[src/rtl/apb_rr_arbiter.sv]
// apb_rr_arbiter: round-robin arbiter sharing one APB completer between NUM_REQ requesters, with stall timeout
module apb_rr_arbiter #(
  parameter int NUM_REQ = 4,
  parameter int AW = 32,
  parameter int DW = 32,
  parameter int TIMEOUT = 16
) (
  input  logic                  clk,
  input  logic                  reset_n,
  input  logic [NUM_REQ-1:0]    req_valid_i,
  input  logic [NUM_REQ-1:0]    req_write_i,
  input  logic [NUM_REQ*AW-1:0] req_addr_i,
  input  logic [NUM_REQ*DW-1:0] req_wdata_i,
  output logic [NUM_REQ-1:0]    req_ready_o,
  output logic [NUM_REQ-1:0]    rsp_valid_o,
  output logic [DW-1:0]         rsp_rdata_o,
  output logic                  rsp_err_o,
  output logic                  psel_o,
  output logic                  penable_o,
  output logic [AW-1:0]         paddr_o,
  output logic                  pwrite_o,
  output logic [DW-1:0]         pwdata_o,
  input  logic                  pready_i,
  input  logic [DW-1:0]         prdata_i,
  input  logic                  pslverr_i
);
  localparam int PW = $clog2(NUM_REQ);
  localparam int CW = (TIMEOUT > 1) ? $clog2(TIMEOUT) : 1;
  localparam int TMAX = (TIMEOUT > 0) ? TIMEOUT - 1 : 0;
  localparam logic [NUM_REQ-1:0] ONE = {{(NUM_REQ-1){1'b0}}, 1'b1};
  typedef enum logic [1:0] {IDLE, SETUP, ACCESS} state_t;
  state_t state, state_next;
  logic [PW-1:0] ptr, owner, win, hi_w, lo_w;
  logic [CW-1:0] cnt;
  logic hi, lo, found, abort, done, grant, sel_write;
  logic [AW-1:0] sel_addr;
  logic [DW-1:0] sel_wdata;
  assign psel_o = state != IDLE;
  assign penable_o = state == ACCESS;
  assign abort = (TIMEOUT > 0) && state == ACCESS && !pready_i && cnt == CW'(TMAX);
  assign done = state == ACCESS && (pready_i || abort);
  assign grant = reset_n && (state == IDLE || done) && found;
  assign req_ready_o = grant ? (ONE << win) : '0;
  // winner is the lowest valid index at or above ptr, else the lowest valid index below it
  always_comb begin
    hi = 1'b0;
    lo = 1'b0;
    hi_w = '0;
    lo_w = '0;
    for (int k = NUM_REQ - 1; k >= 0; k--) begin
      if (req_valid_i[k] && k >= int'(ptr)) begin hi = 1'b1; hi_w = PW'(k); end
      if (req_valid_i[k] && k < int'(ptr)) begin lo = 1'b1; lo_w = PW'(k); end
    end
    found = hi | lo;
    win = hi ? hi_w : lo_w;
  end
  // payload of the current winner
  always_comb begin
    sel_write = 1'b0;
    sel_addr = '0;
    sel_wdata = '0;
    for (int k = 0; k < NUM_REQ; k++) begin
      if (win == PW'(k)) begin
        sel_write = req_write_i[k];
        sel_addr = req_addr_i[k*AW +: AW];
        sel_wdata = req_wdata_i[k*DW +: DW];
      end
    end
  end
  // APB phase sequencing: SETUP lasts one cycle, ACCESS until completion or abort
  always_comb begin
    state_next = grant ? SETUP : state == SETUP ? ACCESS : done ? IDLE : state;
  end
  // state, arbitration pointer, captured command, wait counter and response registers
  always_ff @(posedge clk) begin
    if (!reset_n) begin
      state <= IDLE;
      ptr <= '0;
      owner <= '0;
      cnt <= '0;
      paddr_o <= '0;
      pwrite_o <= 1'b0;
      pwdata_o <= '0;
      rsp_valid_o <= '0;
      rsp_rdata_o <= '0;
      rsp_err_o <= 1'b0;
    end else begin
      state <= state_next;
      if (grant) begin
        ptr <= (win == PW'(NUM_REQ - 1)) ? '0 : win + 1'b1;
        owner <= win;
        paddr_o <= sel_addr;
        pwrite_o <= sel_write;
        pwdata_o <= sel_wdata;
        cnt <= '0;
      end else if (state == ACCESS && !pready_i) begin
        cnt <= cnt + 1'b1;
      end
      rsp_valid_o <= done ? (ONE << owner) : '0;
      rsp_err_o <= done && (abort || pslverr_i);
      rsp_rdata_o <= (done && !abort && !pwrite_o) ? prdata_i : '0;
    end
  end
endmodule

[config.mk]
export PLATFORM = sky130hd
export DESIGN_NAME = apb_rr_arbiter
export DESIGN_NICKNAME = d
export VERILOG_FILES = /design/src/rtl/apb_rr_arbiter.sv
export SDC_FILE = /design/constraint.sdc
export NUM_CORES = 1
export LEC_CHECK = 0
export BUFFER_PORTS_ARGS = -buffer_cell sky130_fd_sc_hd__buf_2
export CAP_MARGIN = 10
export CORE_AREA = 2 2 159 161
export DETAILED_ROUTE_END_ITERATION = 8
export DIE_AREA = 0 0 161 163
export SLEW_MARGIN = 25
export SYNTH_ARGS = -nofsm -noshare
export SYNTH_HDL_FRONTEND = slang
export SYNTH_SLANG_ARGS = --single-unit
[constraint.sdc]
create_clock -name clk -period 3.79 [get_ports clk]
set_input_delay 0.758 -clock clk [delete_from_list [all_inputs] [get_ports clk]]
set_output_delay 0.758 -clock clk [all_outputs]
set_load 0.01 [all_outputs]
Word-level counts from Yosys, hierarchy flattened
Index checks and enable logic that the tools add are counted.
Widths: inputs -> output; s select.
{"block": "op_classes", "reduce_logical": 28, "muxes": 32, "add_sub_neg": 2, "bitwise_logic": 2, "shifts": 2, "magnitude_cmp": 6, "n_eq_ne": 6}
{"cell": "$mux 32", "n": 8}
{"cell": "$mux 2", "n": 11}
{"cell": "$logic_and 1x1->1", "n": 14}
{"cell": "$mux 1", "n": 12}
{"cell": "$shl 1x2->4 const A", "n": 2}
{"cell": "$eq 2x2->1 const B", "n": 3}
{"cell": "$add 4x1->4 const B", "n": 1}
{"cell": "$eq 2x1->1 const B", "n": 2}
{"cell": "$eq 4x4->1 const B", "n": 1}
{"cell": "$ge 1x2->1 const A", "n": 2}
{"cell": "$logic_not 2->1", "n": 2}
{"cell": "$lt 1x2->1 const A", "n": 2}
{"cell": "$mux 4", "n": 1}
{"cell": "$reduce_and 2->1", "n": 2}
{"cell": "$reduce_bool 2->1", "n": 2}
{"cell": "$logic_not 1->1", "n": 3}
{"cell": "$logic_or 1x1->1", "n": 3}
{"cell": "$reduce_bool 3->1", "n": 1}
{"cell": "$add 2x1->2 const B", "n": 1}
{"cell": "$ge 2x2->1 const A", "n": 1}
{"cell": "$lt 2x2->1 const A", "n": 1}
{"cell": "$reduce_or 2->1", "n": 1}
{"cell": "$not 1->1", "n": 1}
{"cell": "$or 1x1->1", "n": 1}
{"block": "word_totals", "elab_cells": 89, "ff_bits": 112, "input_bits": 300}

Depth between registers and ports, before layout
Gate-level depths: netlist (run 1).
{"block": "logic_depth", "ltp_word": 11, "depth_mapped": 12}

Worst setup path before layout (run 1)
OpenSTA, ideal clock, no wires.
{"block": "synth_timing", "kind": "input -> output", "startpoint": "in req_valid_i[3]", "endpoint": "out req_ready_o[3]", "cell_stages": 9, "t_required_ps": 3032, "t_arrival_ps": 2463, "path_slack_ps": 569, "path_cell_list": "inv_1 > and3_1 > or3_1 > inv_1 > ha_1 > clkbuf_1 > clkbuf_1 > clkbuf_1 > and2_1"}
{"block": "synth_via", "elab_chain_len": 7, "word_cells_on_any_way": 13, "cone_classes": "1 x shift; 10 x mux; 1 x bitwise; 1 x reduce/logical"}
{"item": "from (decl)", "line": "10", "source": "input logic [NUM_REQ-1:0] req_valid_i,"}
{"item": "$mux 2 or $mux 1 (tied branches) (4 in a row)", "line": "51", "source": "if (req_valid_i[k] && k >= int'(ptr)) begin hi = 1'b1; hi_w = PW'(k); end"}
{"item": "$mux 2 *", "line": "55", "source": "win = hi ? hi_w : lo_w;"}
{"item": "via win[0]", "line": "33", "source": "logic [PW-1:0] ptr, owner, win, hi_w, lo_w;"}
{"item": "$shl 1x2->4 *", "line": "43", "source": "assign req_ready_o = grant ? (ONE << win) : '0;"}
{"item": "$mux 4 *", "line": "43"}
{"item": "to (decl)", "line": "14", "source": "output logic [NUM_REQ-1:0] req_ready_o,"}
The timed path passes the listed nets; every way through them passes the cells marked *.

Worst setup path after layout (run 1)
{"block": "layout_timing", "startpoint": "reg cnt[0]", "endpoint": "out req_ready_o[1]"}
{"block": "layout_via", "elab_chain_len": 8}
{"item": "from (decl)", "line": "34", "source": "logic [CW-1:0] cnt;"}
{"item": "from (signal assigned)", "line": "97", "source": "cnt <= cnt + 1'b1;"}
{"item": "$eq 4x4->1", "line": "40", "source": "assign abort = (TIMEOUT > 0) && state == ACCESS && !pready_i && cnt == CW'(TMAX);"}
{"item": "$logic_and 1x1->1", "line": "40"}
{"item": "$logic_or 1x1->1", "line": "41", "source": "assign done = state == ACCESS && (pready_i || abort);"}
{"item": "$logic_and 1x1->1", "line": "41"}
{"item": "$logic_or 1x1->1", "line": "42", "source": "assign grant = reset_n && (state == IDLE || done) && found;"}
{"item": "$logic_and 1x1->1 (2 in a row)", "line": "42"}
{"item": "$mux 4", "line": "43"}
Every way passes these cells.

==> results of run 1 <==
[per-stage QoR]
step	worst slack (ns)	hold slack, ns	instances	power [W]	util
finish	0.6684	0.4585	1484	0.003940	0.3501
global route	0.5038	0.4716	1484	0.004233	0.3501
CTS	0.6274	0.4601	1484	0.004003	0.3501
global placement	0.6367	0.4393	1468	0.002982	0.3379
detailed placement	0.5988	0.4444	1468	0.002996	0.3379
floorplan	0.5692	0.4466	787	0.002391	-
[worst register-to-register path: stages (launching register included)]
cell,delay (ns)
sky130_fd_sc_hd__dfxtp_1,0.37
sky130_fd_sc_hd__ha_1,0.20
sky130_fd_sc_hd__a31oi_1,0.18
sky130_fd_sc_hd__a2111oi_4,0.90
sky130_fd_sc_hd__buf_4,0.65
sky130_fd_sc_hd__nor4b_1,0.41
sky130_fd_sc_hd__nor2_1,0.08
[flip-flops by register name, indices dropped and copies added, names as in the netlist, 2 cells and up]
register     count
cnt              4
owner            2
paddr_o         32
ptr              2
pwdata_o        32
rsp_rdata_o     32
rsp_valid_o      4
state            2
[cells in the mapped netlist (all sizes together), types with 2 or more instances]
cell type	count	area, um^2
a21o	2	15.01
a21oi	129	645.6
a221o	4	40.04
a22o	2	17.52
a22oi	65	488.0
and2	37	231.5
buf	15	142.6
clkbuf	55	206.5
dfxtp	112	2242
ha	5	62.56
inv	70	262.8
mux2i	67	670.6
nand2	128	480.5
nor2	7	26.28
nor3b	4	30.03
o21ai	64	320.3
or2	2	12.51
xor2	2	17.52
[layout make-up]
type | instances | area, um^2 | area share
Timing Repair Buffer | 421 | 2167 | 0.2509
Tap cell | 330 | 412.9 | 0.04781
Sequential cell | 112 | 2242 | 0.2596
Multi-Input combinational cell | 535 | 3252 | 0.3765
Clock buffer | 9 | 225.2 | 0.02608
Clock inverter | 7 | 75.07 | 0.008692
Inverter | 70 | 262.8 | 0.03042
[metal layers]
| layer | wire length [um] | global-route usage | vias to the layer above |
|---|---|---|---|
| met5 | 0 | 0 | - |
| met4 | 517 | 0.05114 | 0 |
| met3 | 1538 | 0.03871 | 31 |
| met2 | 11340 | 0.2928 | 270 |
| met1 | 9549 | 0.2079 | 3185 |
| li1 | - | - | 3404 |
[power breakdown]
group | internal, W | total [W] | switching [W]
registers | 0.00136 | 0.00146 | 0.000105
clock network | 0.000470 | 0.000979 | 0.000508
logic | 0.000636 | 0.00150 | 0.000863
[layout by cell type, fill, tap and decap left out, types with 3 or more instances in the layout]
cell / netlist / routed
sky130_fd_sc_hd__mux2i_1: 67 / 67
sky130_fd_sc_hd__and2_1: 37 / 37
sky130_fd_sc_hd__nor3b_1: 4 / 3
sky130_fd_sc_hd__a22oi_1: 65 / 65
sky130_fd_sc_hd__a221o_1: 4 / 4
sky130_fd_sc_hd__a21oi_1: 129 / 129
sky130_fd_sc_hd__buf_2: 3 / 407
sky130_fd_sc_hd__nor2_1: 7 / 7
sky130_fd_sc_hd__o21ai_0: 64 / 64
sky130_fd_sc_hd__buf_4: 0 / 12
sky130_fd_sc_hd__nand2_1: 128 / 128
sky130_fd_sc_hd__ha_4: 0 / 3
sky130_fd_sc_hd__inv_6: 0 / 3
sky130_fd_sc_hd__clkbuf_16: 0 / 9
sky130_fd_sc_hd__dfxtp_1: 112 / 112
sky130_fd_sc_hd__inv_1: 70 / 70
[cell families (layout without fill, tap and decap cells)]
| group | after synthesis | in the layout | share of synthesized area |
|---|---|---|---|
| and+or+nand+nor | 188 | 188 | 0.1409 |
| muxes | 67 | 67 | 0.1109 |
| xor gates and xnor gates | 3 | 3 | 0.004345 |
| adders and majority gates | 5 | 5 | 0.01034 |
| AOI/OAI and AO/OA | 272 | 272 | 0.2617 |
| DFF | 112 | 112 | 0.3707 |
| buffers and inverters | 140 | 507 | 0.1012 |
[final timing paths]
path / from / to / depth (start not counted)
setup reg to reg: cnt[0] / ptr[0] / 6
hold reg to reg: pwdata_o[22] / pwdata_o[22] / 2
setup / recovery: cnt[0] / req_ready_o[1] / 5
hold / removal: pwdata_o[22] / pwdata_o[22] / 2
==> metrics, run 1 <==
run status complete, no violations; Syn Area/Cell 7.685 um^2; Core Box Area 24670 um^2; Critical Setup Path Class flop to output pin; CP top delay family compound AO/OA/AOI/OAI gates; CTS Buffer Depth 2; post-synthesis instance area 6048 um^2; Area Overhead vs Synth 42.80%; highest-delay cell along the critical path sky130_fd_sc_hd__a2111oi_4; static leakage roughly 4.4 nW; EDFF count, synth 0; number of global-route vias before repair between 6000 and 7000; global-route wire length before repair around 35 mm; Final GP Congestion 0.8424; share of synthesized area occupied by flip-flops and latches 0.3707; TNS Setup 0 ns; number of gates resized after cts 0; capturing element type of the critical path output pin; placed standard-cell area 8337 um^2; number of antenna violations at the first check in global routing 1; headroom to the max-slew limit 0.3946; width of the die 161 um; Crit path largest cell delay 0.90 ns; data arrival time of the critical path between 2 and 2.5 ns; DRC violation total after the first TritonRoute iteration 370; post-detailed-placement half-perimeter wirelength 17.60 mm; Yosys warning count 0; reg-to-reg setup timing slack 0.91 ns; total count of hold-check failures in the final report 0; remaining global-route overflow 0; Num CTS Buffers 9; Synth Net Count ~1100; Buf/Inv on CP 1; critical path startpoint category flop; number of H-tree branching levels 3; Worst Tran Pin Value 0.9081 ns; Primary FF master, synth sky130_fd_sc_hd__dfxtp_1; fraction of final layout cells sized beyond drive strength 1 0.3873; largest net degree at the start of global routing 74; unrepaired setup endpoints after global routing false; CTS root buf sky130_fd_sc_hd__clkbuf_16; classification of the worst-slack hold path flop to flop; vias post-DR 6890; number of hold-repair buffers added at the cts stage 0; routed wire length 22.94 mm; CTS tree done; clock-pin slew on the worst setup and hold paths 0.08 ns; total of fill cells in the finished design 2650; number of top-level pins 408; global routing usage summed across all routing layers 0.1686; pwr/cell area 456.1 nW/um^2; average wire per cell in the routed design 15.46 um; Max Clock Skew between 0.01 and 0.015 ns; maximum VDD drop 178.4 uV; Distinct cells, synth 38; async set-reset flop share out of synthesis 0; crit path time final 3.122 ns; standard-cell rows 58; die area about 26000 um^2; Max FO, Critical Path 12; number of standard cells after synthesis 787; series of cell instances along the critical path ha_1 -> a31oi_1 -> a2111oi_4 -> and2_1 -> buf_2; Setup Fix Bufs, Post-CTS 0; DRC Markers 0; CTS sink cnt 112; register bit total from synthesis around 110; Final Instance Area about 8600 um^2; Antenna Cells 0; number of setup violations in the final report 0; effective utilization at floorplan 0.2451; height of the die 163 um; data required time at the worst endpoint 3.03 ns; number of port buffers 407; number of nets at the end of the flow 1454; final slew viol count 0; period utilization 0.8236; Peak Freq about 320 MHz; ANT nets after route 0; post-detailed-route via-to-cell ratio 4.643; worst-skew pair later-pin latency 0.35 ns; MaxCap Viol Count 0; DRT Pass-1 Iters 5
Note: power is estimated with default switching activity, not from simulation.
==> run 2, diff against run 1 <==
==> constraint.sdc (replaced) <==
create_clock -name clk -period 2.77 [get_ports clk]
set_input_delay 0.554 -clock clk [delete_from_list [all_inputs] [get_ports clk]]
set_output_delay 0.554 -clock clk [all_outputs]
set_load 0.01 [all_outputs]
==> run 2 against run 1 <==
Against the previous run: register-to-register slack got worse by 0.54 ns; first-iteration DRC count rose by 18%; combinational power rose by 42%; critical path type unchanged.
==> metrics, run 2 (synthesis results as in run 1) <==
run status complete, no violations; pwr/cell area 622.3 nW/um^2 (+36%); number of top-level pins 408 (unchanged); Max FO, Critical Path 6 (-6); Worst Tran Pin Value 0.6668 ns (-0.2413 ns); data required time at the worst endpoint 2.22 ns (-0.81 ns); CTS Buffer Depth 2 (unchanged); standard-cell rows 58 (unchanged); effective utilization at floorplan 0.2451 (unchanged); ANT nets after route 0 (unchanged); global-route wire length before repair 35.19 mm (+0.57%); capturing element type of the critical path output pin; maximum VDD drop 256.3 uV (+44%); CTS tree done; met2 layer wire length in the routed design 11.36 mm (+0.19%); met3 wire len 1.611 mm (+4.7%); fraction of final layout cells sized beyond drive strength 1 0.3957 (+0.008360); Critical Setup Path Class flop to output pin; routed metal-1 wire length 9.921 mm (+3.9%); reg-to-reg setup timing slack 0.37 ns (-0.54 ns); number of nets at the end of the flow 1465 (+0.76%); Area Overhead vs Synth 46.61%; total count of hold-check failures in the final report 0 (unchanged); number of antenna violations at the first check in global routing 2 (+1); post-detailed-placement half-perimeter wirelength 17.84 mm (+1.4%); top library cells by usage in the layout, fill and taps aside 407 x sky130_fd_sc_hd__buf_2, 129 x sky130_fd_sc_hd__a21oi_1, 128 x sky130_fd_sc_hd__nand2_1, 111 x sky130_fd_sc_hd__dfxtp_1, 69 x sky130_fd_sc_hd__inv_1; most common cell after layout, fill and taps aside sky130_fd_sc_hd__buf_2; largest net degree at the start of global routing 67 (-9.5%); number of H-tree branching levels 3 (unchanged); height of the die 163 um (unchanged); highest-delay cell along the critical path sky130_fd_sc_hd__or3_4; highest routed metal layer met5; Max Clock Skew 0.01449 ns (+0.001451 ns); MaxCap Viol Count 0 (unchanged); width of the die 161 um (unchanged); number of global-route vias before repair 6492 (+0.96%); Crit path largest cell delay 0.42 ns (-0.48 ns); data arrival time of the critical path 2.14 ns (-0.22 ns); crit path time final 2.690 ns; Num CTS Buffers 9 (unchanged); critical path startpoint category flop; DRC violation total after the first TritonRoute iteration 436 (+18%); DRC Markers 0 (unchanged); number of hold-repair buffers added at the cts stage 0 (unchanged); headroom to the max-slew limit 0.5545 (+0.1599); average wire per cell in the routed design 15.64 um (+1.2%); placed standard-cell area 8532 um^2 (+2.3%); period utilization 0.9710; core utilization of the finished layout 0.3594 (+0.009330); die area 26240 um^2 (unchanged); number of setup violations in the final report 0 (unchanged); Setup Fix Bufs, Post-CTS 0 (unchanged); DRT Pass-1 Iters 5 (unchanged); CTS root buf sky130_fd_sc_hd__clkbuf_16; remaining global-route overflow 0 (unchanged); worst-skew pair later-pin latency 0.36 ns (about the same); Largest regs paddr_o: 32 flops, pwdata_o: 32 flops, rsp_rdata_o: 32 flops; CTS sink cnt 112 (unchanged); global routing usage summed across all routing layers 0.1708 (+0.002192); post-detailed-route via-to-cell ratio 4.614 (-0.61%); number of port buffers 407 (unchanged); vias post-DR 6903 (+0.19%); static leakage 4.500 nW (+2.1%); routed wire length 23.40 mm (+2.0%); final slew viol count 0 (unchanged); Power Total 0.005518 W (+40%); Peak Freq 371.8 MHz; classification of the worst-slack hold path input pin to flop; Core Box Area 24670 um^2 (unchanged); Final GP Congestion 0.8929 (+6.0%); series of cell instances along the critical path mux2i_1 -> nor2_1 -> or3_4 -> buf_4 -> ha_4 -> and2_1 -> buf_2; clock-pin slew on the worst setup and hold paths 0.09 ns (about the same); Final Instance Area 8867 um^2 (+2.7%)
[run 2: changes by cell type in the layout (fill, tap and decap cells not counted), sizes merged]
cell,change
diode,+1
buf,+11
[run 2: final timing paths]
kind / start / endpoint / cells after the start
worst min-delay path: prdata_i[12] / rsp_rdata_o[12] / 2
worst min register to register: paddr_o[20] / paddr_o[20] / 2
worst max register to register: ptr[1] / paddr_o[8] / 10
worst max-delay path: ptr[1] / req_ready_o[2] / 7
[run 2: metal layers]
metal / vias up / global-route usage
li1: 3428 / -
met1: 3148 / 0.2087
met2: 290 / 0.2983
met3: 35 / 0.04100
met4: 2 / 0.05032
met5: - / 0
[run 2: repair_timing]
action | CTS | global route
setup endpoints to repair | 3 | 4
pin swaps | 0 | 1
cloned | 0 | 0
resized for setup | 1 | 4
[run 2: power by group]
part / internal [W] / total, W / switching, W / leakage, nW
registers: 0.00186 / 0.00200 / 0.000145 / 0.918
logic: 0.000952 / 0.00213 / 0.00117 / 3.43
clock network: 0.000656 / 0.00139 / 0.000733 / 0.153
total: 0.00347 / 0.00552 / 0.00205 / 4.50
[run 2: cell type report]
type,count,area (um^2)
fillers,2606,15810
multi-input cells,535,3267
repair buffers,432,2362
flip-flops and latches,112,2246
well taps,330,412.9
inverters,70,262.8
clock buffers,9,225.2
clock inverters,7,88.84
diodes,1,2.502
[run 2: critical path, delay by kind of cell (launching register included)]
| family | cells | cell delay, ns |
|---|---|---|
| adder cells (fa/ha/maj) | 1 | 0.20 |
| AND/OR/NAND/NOR | 3 | 0.65 |
| buffers and inverters | 2 | 0.31 |
| multiplexers | 1 | 0.22 |
| flip-flops | 1 | 0.39 |
[run 2: through the flow]
step	cells	setup TNS, ns	hold WS (ns)	setup WS (ns)
floorplan	787	0	0.4466	0.04209
global placement	1479	0	0.4387	0.07547
detailed placement	1479	0	0.4436	0.02501
CTS	1495	0	0.3697	0.004042
global route	1495	-0.01823	0.3729	-0.01823
finish	1496	0	0.3934	0.08034
==> run 3, diff against run 2 <==
--- a/config.mk
+++ b/config.mk
@@ -7,9 +7,12 @@
 export LEC_CHECK = 0
 export BUFFER_PORTS_ARGS = -buffer_cell sky130_fd_sc_hd__buf_2
 export CAP_MARGIN = 10
-export CORE_AREA = 2 2 159 161
+export CELL_PAD_IN_SITES_DETAIL_PLACEMENT = 1
+export CELL_PAD_IN_SITES_GLOBAL_PLACEMENT = 1
+export CORE_MARGIN = 1.5
+export CORE_UTILIZATION = 25
 export DETAILED_ROUTE_END_ITERATION = 8
-export DIE_AREA = 0 0 161 163
+export PLACE_DENSITY_LB_ADDON = 0.1
 export SLEW_MARGIN = 25
 export SYNTH_ARGS = -nofsm -noshare
 export SYNTH_HDL_FRONTEND = slang
==> run 3 against run 2 <==
Against the previous run: non-clock buffer count fell by 1; combinational power is essentially flat; core utilization increased by 1.4 points; clock skew shrank 0.0026 ns; clock power is essentially flat; sequential cell count did not move; via count decreased by 0.38%; die area down 4.2%; sequential share of layout area rose by 0.14 points; first-iteration DRC count shrank 54%; sequential power about the same; worst setup slack improved by 0.015 ns; critical path type unchanged; largest cell class unchanged.
==> metrics, run 3 (synthesis results as in run 1) <==
clock-pin slew on the worst setup and hold paths 0.09 ns (about the same); Finished Layout Cells 1486 (-0.67%); post-detailed-placement half-perimeter wirelength 20.45 mm (+15%); effective utilization at floorplan 0.2561 (+0.01101); maximum VDD drop 398.2 uV (+55%); Peak Freq 373.8 MHz (+0.55%); DRT Pass-1 Iters 4 (-1); Max FO, Critical Path 6 (unchanged); Worst Setup Slack post-DPL 0.1047 ns (+0.07964 ns); die area 25130 um^2 (-4.2%); crit path time final 2.675 ns (-0.01474 ns); origin of the worst min-delay path prdata_i[9]; capturing element type of the critical path output pin; TNS Setup 0 ns (unchanged); MaxCap Viol Count 0 (unchanged); Critical Setup Path Class flop to output pin; number of nets at the end of the flow 1464 (-0.068%); post-placement cell count 1467 (-0.81%); series of cell instances along the critical path mux2i_1 -> nor2_1 -> or3_1 -> buf_4 -> ha_2 -> and2_1 -> buf_2; Final Instance Area 8818 um^2 (-0.55%); final slew viol count 0 (unchanged); remaining global-route overflow 0 (unchanged); data required time at the worst endpoint 2.22 ns (about the same); Hold Crit Depth 2 (unchanged); average wire per cell in the routed design 17.76 um (+14%); Register-to-Register Path Depth 9 (-1); number of antenna violations at the first check in global routing 5 (+3); DRC violation total after the first TritonRoute iteration 201 (-54%); Setup Fix Bufs, Post-CTS 0 (unchanged); highest-delay cell along the critical path sky130_fd_sc_hd__or3_1; data arrival time of the critical path 2.12 ns (-0.02 ns); unrepaired setup endpoints after global routing false; post-detailed-route via-to-cell ratio 4.628 (+0.29%); number of top-level pins 408 (unchanged); Max Clock Skew 0.01189 ns (-0.002599 ns); period utilization 0.9657 (-0.005321); CTS root buf sky130_fd_sc_hd__clkbuf_16; placed standard-cell area 8486 um^2 (-0.54%); critical path startpoint category flop; run status complete, no violations; DRC Markers 0 (unchanged); Area Overhead vs Synth 45.80%; Final GP Congestion 0.8169 (-8.5%); final worst-path setup slack 0.09508 ns (+0.01474 ns); Crit path largest cell delay 0.40 ns (-0.02 ns); fraction of final layout cells sized beyond drive strength 1 0.3943 (-0.001378); number of H-tree branching levels 3 (unchanged); worst-skew pair later-pin latency 0.36 ns (about the same); standard-cell rows 56 (-3.4%); total of fill cells in the finished design 3012 (+16%); CTS sink cnt 112 (unchanged); global routing usage summed across all routing layers 0.2001 (+0.02927); end of the worst register-to-register path pwdata_o[4]; Core Box Area 23610 um^2 (-4.3%); routed wire length 26.39 mm (+13%); end point of the most critical hold path rsp_rdata_o[9]; headroom to the max-slew limit 0.4393 (-0.1152); number of global-route vias before repair 6855 (+5.6%); static leakage 4.486 nW (-0.31%); width of the die 158.5 um (-1.5%); top library cells by usage in the layout, fill and taps aside 407 x sky130_fd_sc_hd__buf_2, 129 x sky130_fd_sc_hd__a21oi_1, 128 x sky130_fd_sc_hd__nand2_1, 111 x sky130_fd_sc_hd__dfxtp_1, 70 x sky130_fd_sc_hd__inv_1; CTS Buffer Depth 2 (unchanged); pwr/cell area 626.4 nW/um^2 (+0.65%); vias post-DR 6877 (-0.38%); Num CTS Buffers 9 (unchanged); launch point of the worst reg-to-reg path ptr[1]; classification of the worst-slack hold path input pin to flop; number of port buffers 407 (unchanged); largest net degree at the start of global routing 72 (+7.5%); number of setup violations in the final report 0 (unchanged); Largest regs paddr_o: 32 flops, pwdata_o: 32 flops, rsp_rdata_o: 32 flops; reg-to-reg setup timing slack 0.40 ns (+0.03 ns); height of the die 158.5 um (-2.7%); Worst Tran Pin Value 0.8410 ns (+0.1742 ns); CTS tree done; total count of hold-check failures in the final report 0 (unchanged); global-route wire length before repair 38.12 mm (+8.3%); ANT nets after route 0 (unchanged); most common cell after layout, fill and taps aside sky130_fd_sc_hd__buf_2
==> run 3: worst max path at each step <==
stage / startpoint / end / slack, ns
floorplan: req_valid_i[3] / req_ready_o[3] / 0.04
global placement: req_valid_i[2] / pwdata_o[4] / 0.14
detailed placement: req_valid_i[0] / pwdata_o[4] / 0.10
CTS: cnt[0] / req_ready_o[0] / 0.03
global route: ptr[1] / req_ready_o[0] / 0.001
finish: ptr[1] / req_ready_o[0] / 0.1
==> run 3: through the flow <==
step | total power [W] | utilization | hold WS [ns]
final | 0.005524 | 0.3735 | 0.3869
after floorplan | 0.003272 | - | 0.4466
after CTS | 0.005631 | 0.3726 | 0.3681
after global routing | 0.005943 | 0.3735 | 0.3684
after detailed placement | 0.004213 | 0.3594 | 0.4461
after global placement | 0.004194 | 0.3594 | 0.4387
==> run 3: repair_timing <==
action                     in CTS  in global routing
hold buffers                    0                  0
setup endpoints to repair       2                  4
gates resized for setup         1                  3
hold endpoints to repair        0                  0
==> run 3: area by class of cell <==
class | count | area (um^2) | share of cell area
inverters | 70 | 262.8 | 0.02980
multi-input cells | 535 | 3258 | 0.3695
repair buffers | 431 | 2333 | 0.2646
clock inverters | 7 | 86.33 | 0.009790
flip-flops and latches | 112 | 2246 | 0.2547
well taps | 319 | 399.1 | 0.04526
diodes | 3 | 7.507 | 0.0008513
clock buffers | 9 | 225.2 | 0.02554
==> run 3: power by group <==
group          switching (W)  internal, W  total (W)
clock network       0.000734     0.000652    0.00139
registers           0.000136      0.00186    0.00199
logic                0.00121     0.000937    0.00214
==> run 3: metal layers <==
layer	vias to the layer above	share of wire	GRT usage
met5	-	0.00045	0
met4	2	0.015	0.05073
met3	19	0.091	0.07077
met2	240	0.51	0.3747
met1	3184	0.38	0.2113
li1	3432	-	-
==> run 3: worst max-delay path: cells and delay by family (launching register included) <==
kind / cells / cell delay (ns)
flops: 1 / 0.39
fa+ha+maj: 1 / 0.24
mux: 1 / 0.19
buf+inv: 2 / 0.31
simple gates: 3 / 0.65
